**src/rtl/micro_switch_pkg.sv**
```systemverilog
// Shared micro-switch NoC definitions: route commands used by merge and distribute switches.
package micro_switch_pkg;

    localparam logic [1:0] CMD_NA          = 2'b00;
    localparam logic [1:0] CMD_BRANCH_LOW  = 2'b01;
    localparam logic [1:0] CMD_BRANCH_HIGH = 2'b10;
    localparam logic [1:0] CMD_DUPLICATE   = 2'b11;

    localparam int NUM_BRANCHES = 2;
    localparam logic [1:0] FIFO_FULL_COUNT = 2'd2;

    // Target mask bit 0 = low branch, bit 1 = high branch.
    function automatic logic [NUM_BRANCHES-1:0] cmd_to_mask(input logic [1:0] cmd);
        logic [NUM_BRANCHES-1:0] mask;
        unique case (cmd)
            CMD_BRANCH_LOW:  mask = 2'b01;
            CMD_BRANCH_HIGH: mask = 2'b10;
            CMD_DUPLICATE:   mask = 2'b11;
            default:         mask = 2'b00;
        endcase
        return mask;
    endfunction

endpackage

```
**src/rtl/fifo_seq_2entry.sv**
```systemverilog
// Two-entry FIFO with head visible combinationally; writes to a full FIFO and
// reads from an empty one are ignored.
module fifo_seq_2entry
    import micro_switch_pkg::*;
#(
    parameter int DATA_WIDTH = 32
) (
    input  logic                  clk,
    input  logic                  rst,
    input  logic                  wr_en,
    input  logic [DATA_WIDTH-1:0] wr_data,
    input  logic                  rd_en,
    output logic [DATA_WIDTH-1:0] rd_data,
    output logic [1:0]            count
);

    logic [DATA_WIDTH-1:0] mem_reg [0:1];
    logic                  wr_ptr_reg, wr_ptr_next;
    logic                  rd_ptr_reg, rd_ptr_next;
    logic [1:0]            count_reg, count_next;
    logic                  wr_ok, rd_ok;

    assign wr_ok = wr_en && (count_reg != FIFO_FULL_COUNT);
    assign rd_ok = rd_en && (count_reg != 2'd0);

    always_comb begin
        wr_ptr_next = wr_ptr_reg;
        rd_ptr_next = rd_ptr_reg;
        count_next  = count_reg;
        if (wr_ok) wr_ptr_next = ~wr_ptr_reg;
        if (rd_ok) rd_ptr_next = ~rd_ptr_reg;
        unique case ({wr_ok, rd_ok})
            2'b10:   count_next = count_reg + 2'd1;
            2'b01:   count_next = count_reg - 2'd1;
            default: count_next = count_reg;
        endcase
    end

    always_ff @(posedge clk) begin
        if (rst) begin
            wr_ptr_reg <= 1'b0;
            rd_ptr_reg <= 1'b0;
            count_reg  <= 2'd0;
        end else begin
            wr_ptr_reg <= wr_ptr_next;
            rd_ptr_reg <= rd_ptr_next;
            count_reg  <= count_next;
        end
    end

    // Storage needs no reset: contents are only observed while count is nonzero.
    always_ff @(posedge clk) begin
        if (wr_ok) mem_reg[wr_ptr_reg] <= wr_data;
    end

    assign rd_data = mem_reg[rd_ptr_reg];
    assign count   = count_reg;

endmodule

```
**src/rtl/distribute_switch_seq.sv**
```systemverilog
// 1-to-2 distribute switch with a 2-entry buffer per branch.
// Optional feature: DISTRIBUTE_SWITCH_DROP_CNT_EN adds a saturating o_drop_cnt for dropped (cmd 00) words.
module distribute_switch_seq
    import micro_switch_pkg::*;
#(
    parameter int DATA_WIDTH = 32,
    parameter int FIFO_DEPTH = 2
) (
    input  logic                    clk,
    input  logic                    rst,
    input  logic                    i_valid,
    input  logic [DATA_WIDTH-1:0]   i_data_bus,
    output logic                    o_ready,
    input  logic                    i_en,
    input  logic [1:0]              i_cmd,
    output logic [1:0]              o_valid,
    output logic [2*DATA_WIDTH-1:0] o_data_bus,
`ifdef DISTRIBUTE_SWITCH_DROP_CNT_EN
    output logic [15:0]             o_drop_cnt,
`endif
    input  logic [1:0]              i_ready
);

    logic [NUM_BRANCHES-1:0] target;
    logic [NUM_BRANCHES-1:0] branch_full;
    logic                    accept;

    assign target  = cmd_to_mask(i_cmd);
    // Ready looks only at registered counts, so no ready-to-ready combinational path exists.
    assign o_ready = i_en && ((target & branch_full) == '0);
    assign accept  = i_valid && o_ready;

    generate
        for (genvar gi = 0; gi < NUM_BRANCHES; gi++) begin : g_branch
            logic [DATA_WIDTH-1:0] head;
            logic [1:0]            count;
            logic                  pop;

            assign pop = o_valid[gi] && i_ready[gi];

            fifo_seq_2entry #(.DATA_WIDTH(DATA_WIDTH)) u_fifo (
                .clk     (clk),
                .rst     (rst),
                .wr_en   (accept && target[gi]),
                .wr_data (i_data_bus),
                .rd_en   (pop),
                .rd_data (head),
                .count   (count)
            );

            assign branch_full[gi] = (count == FIFO_FULL_COUNT);
            assign o_valid[gi]     = (count != 2'd0);
            assign o_data_bus[gi*DATA_WIDTH +: DATA_WIDTH] = o_valid[gi] ? head : '0;
        end
    endgenerate

`ifdef DISTRIBUTE_SWITCH_DROP_CNT_EN
    logic [15:0] drop_cnt_reg, drop_cnt_next;

    always_comb begin
        drop_cnt_next = drop_cnt_reg;
        if (accept && (i_cmd == CMD_NA) && (drop_cnt_reg != 16'hFFFF))
            drop_cnt_next = drop_cnt_reg + 16'd1;
    end

    always_ff @(posedge clk) begin
        if (rst) drop_cnt_reg <= 16'd0;
        else     drop_cnt_reg <= drop_cnt_next;
    end

    assign o_drop_cnt = drop_cnt_reg;
`endif

endmodule

```
**config.mk**
```make
export PLATFORM = sky130hd
export DESIGN_NAME = distribute_switch_seq
export DESIGN_NICKNAME = d
export VERILOG_FILES = /design/src/rtl/micro_switch_pkg.sv /design/src/rtl/fifo_seq_2entry.sv /design/src/rtl/distribute_switch_seq.sv
export SDC_FILE = /design/constraint.sdc
export NUM_CORES = 1
export LEC_CHECK = 0
export CORE_AREA = 2 2 107 109
export CTS_CLUSTER_SIZE = 14
export DETAILED_ROUTE_END_ITERATION = 10
export DIE_AREA = 0 0 109 111
export PLACE_DENSITY = 0.88
export SLEW_MARGIN = 20
export SYNTH_ARGS = -nofsm -noshare
export SYNTH_HDL_FRONTEND = slang
export SYNTH_HIERARCHICAL = 1
export SYNTH_SLANG_ARGS = --single-unit
```
**constraint.sdc**
```tcl
create_clock -name clk -period 4.2 [get_ports clk]
set_clock_uncertainty 0.2 [all_clocks]
set_input_delay 0.42 -clock clk [delete_from_list [all_inputs] [get_ports clk]]
set_output_delay 0.42 -clock clk [all_outputs]
set_load 0.01 [all_outputs]
```
==> flow_summary.ini <==
[clock_network]
cts.htree.levels = 4
clkTransAtPathRegs_ns = 0.06
cts.sink_count = 138
cts_setup_buffers = 0
cts_resized = 0
cts_tree = yes
holdBufCountCts = 0
cts_root_buffer = clkbuf_16
cts_buffers = 17
worstSkewPairLatency_ns = 0.40
clock_path_buffers = 2

[pwr]
power_density_mw_per_mm2 = 431
leakagePower_nw = 2.42
p_total_mw = 3.19
peakVddDrop_uv = 278

[synthesis]
synthCells = 331
postSynthAreaPerCell_sq_um = 16.9
synth_area_leaders = edfxtp_1 69%, mux2_2 12%, nor2b_1 5.6%
synth_cell_types = 29
synthXorXnorAreaFrac_pct = 0.938
yosysMostFrequentCell = edfxtp_1
synth_common_cells = 128 x edfxtp_1, 60 x mux2_2, 50 x nor2b_1
synth_top_area_share_pct = 68.6
synthFlopType = edfxtp_1
synth_compound_area_share_pct = 1.07
synth.largest_area_cell = edfxtp_1
synth-seq-cells = 138
synthAdderAreaFrac_pct = 0.447
synth_area_sq_mm = 0.00560
synth-edff-count = 128
synth_top_family_by_area = multiplexers
ys_warn_count = 6
ys_seq_area_share_pct = 72.2
synth.area.mux_share_pct = 12.9
synth_nets = 373
async_flop_share_pct = 0
synth_simple_gate_area_share_pct = 10.5

[final_layout]
largest_reg_flops = 128
fillerInstances = 745
layout.nets = 487
drive_gt1_share_pct = 24.7
areaGrowthSynthToFinish_pct = 31.8
final_cell_area_sq_mm = 0.00738
diodes = 0
stdcell_count = 601

[floorplanning]
die_h_microns = 111
die_x_microns = 109
die-area_sq_mm = 0.0121
core-area_sq_mm = 0.0111
row_count = 39
ios = 107
initial_utilization_pct = 50.6

[drt]
wl_met2_mm = 5.59
drt-pass1-iter-count = 4
wirelength_mm = 10.7
vias = 3072
wl_met1_mm = 4.50
via_per_inst = 5.11
drtIter0Drc = 128
wl_per_cell_microns = 17.9
drc_errors = 0
ant_nets = 0
top_layer_used = met4
routed-wl-met3_microns = 547

[global_route]
grt_pass1_wl_mm = 16.7
grt_max_degree = 35
first_global_vias = 3192
gr-usage-all-layers_pct = 18.7
antenna_found_initial = 0
grt_overflow_total = 0

[hold_path]
hold_path_class = reg2reg
whs_path_depth = 2

[timing]
rsz0062_at_grt = false
fin_tns_setup_ns = 0
finalHoldViolations = 0
setup_viol = 0
slew_headroom_pct = 32.3
fmax_ghz = 0.330
min_period_ns = 3.03
drv_slew = 0
worst_pin_slew_ns = 1.01
fin_crit_sh_pct = 72.1

[place]
port_buffers = 106
dp_hpwl_mm = 6.86
gp_routability_congestion = 0.737
placed_area_sq_mm = 0.00681
dp.cells = 569

[critical_path]
cp.required_ns = 3.58
path_depth = 3
cp_max_fo = 32
rr_worst_depth = 5
cp-end-kind = primary output
path_class = reg2out
slowest_delay_ns = 0.90
critPathLaunchType = flip-flop
crit_arrival_ns = 2.41
crit_family = flip-flops
critPathBufInv = 1
path_cells = mux2_2 > nor2b_1 > clkdlybuf4s50_1
critPathSlowestCell = dfxtp_2

[run]
drv_cap = 0

[outcome]
outcome = finished, final reports clean
[tightest hold or removal path, cell delays in order, from the launching register on]
cell	delay [ns]
dfxtp_1	0.33
xnor2_1	0.09
nor2_1	0.08
[cell families after synthesis]
| kind of cell | after synthesis |
|---|---|
| multiplexers | 64 |
| XOR/XNOR | 6 |
| adder cells (fa/ha/maj) | 2 |
| AO/OA/AOI/OAI | 10 |
| flip-flops | 138 |
| AND/OR/NAND/NOR | 91 |
| buffers and inverters | 20 |
[where the power goes]
part | total, mW | leakage (nW) | switching [mW] | internal [mW]
combinational | 0.225 | 0.913 | 0.103 | 0.122
clock | 1.42 | 0.267 | 0.542 | 0.874
sequential | 1.55 | 1.24 | 0.0126 | 1.53
[metal layers]
| metal | track usage (%) | vias up |
|---|---|---|
| met1 | 23.9 | 1533 |
| li1 | - | 1443 |
| met5 | 0 | - |
| met3 | 6.11 | 8 |
| met2 | 30.1 | 88 |
| met4 | 6.32 | 0 |
[cell type report]
| class | count | area, sq um | share of cell area (%) |
|---|---|---|---|
| Clock buffer | 18 | 429 | 5.81 |
| Multi-Input combinational cell | 173 | 1480 | 20.0 |
| Clock inverter | 14 | 146 | 1.98 |
| Timing Repair Buffer | 109 | 1080 | 14.7 |
| Inverter | 6 | 22.5 | 0.305 |
| Sequential cell | 138 | 4050 | 54.8 |
| Tap cell | 143 | 179 | 2.42 |
[placed cells by master, fill, tap and decap left out, drive strengths merged]
cell type / netlist / layout
a21o: 2 / 2
a21oi: 4 / 4
and2b: 5 / 5
and3b: 2 / 2
buf: 9 / 3
bufinv: 0 / 2
clkbuf: 5 / 18
clkdlybuf4s50: 0 / 106
clkinv: 0 / 4
clkinvlp: 0 / 5
dfxtp: 10 / 10
edfxtp: 128 / 128
ha: 2 / 2
inv: 6 / 9
mux2: 64 / 64
nand2: 3 / 3
nand2b: 2 / 2
nand3: 2 / 2
nor2: 10 / 10
nor2b: 62 / 62
nor3b: 1 / 1
nor4b: 2 / 2
o21a: 2 / 2
o21ai: 2 / 2
or3: 2 / 2
xnor2: 4 / 4
xor2: 2 / 2
[final timing paths]
kind,startpoint,end,slack [ns]
max,flip-flop,o_data_bus[21],1.17
min,g_branch[0].u_fifo/rd_ptr_reg$_SDFFE_PP0P_,flip-flop,0.33
max reg2reg,g_branch[1].u_fifo/count[0]$_SDFFE_PP0P_,g_branch[0].u_fifo/mem_reg[1][1]$_DFFE_PP_,1.36
min reg2reg,g_branch[0].u_fifo/rd_ptr_reg$_SDFFE_PP0P_,flip-flop,0.33
[stage by stage]
step | setup slack [ns] | hold WS [ns] | utilization (%)
6_report | 1.17 | 0.331 | 66.7
3_3_place_gp | 1.09 | 0.296 | 61.5
3_5_place_dp | 0.977 | 0.321 | 61.5
5_1_grt | 1.07 | 0.363 | 66.7
4_1_cts | 1.15 | 0.338 | 66.7
2_1_floorplan | 1.03 | 0.281 | -
Note: power is estimated with default switching activity, not from simulation.
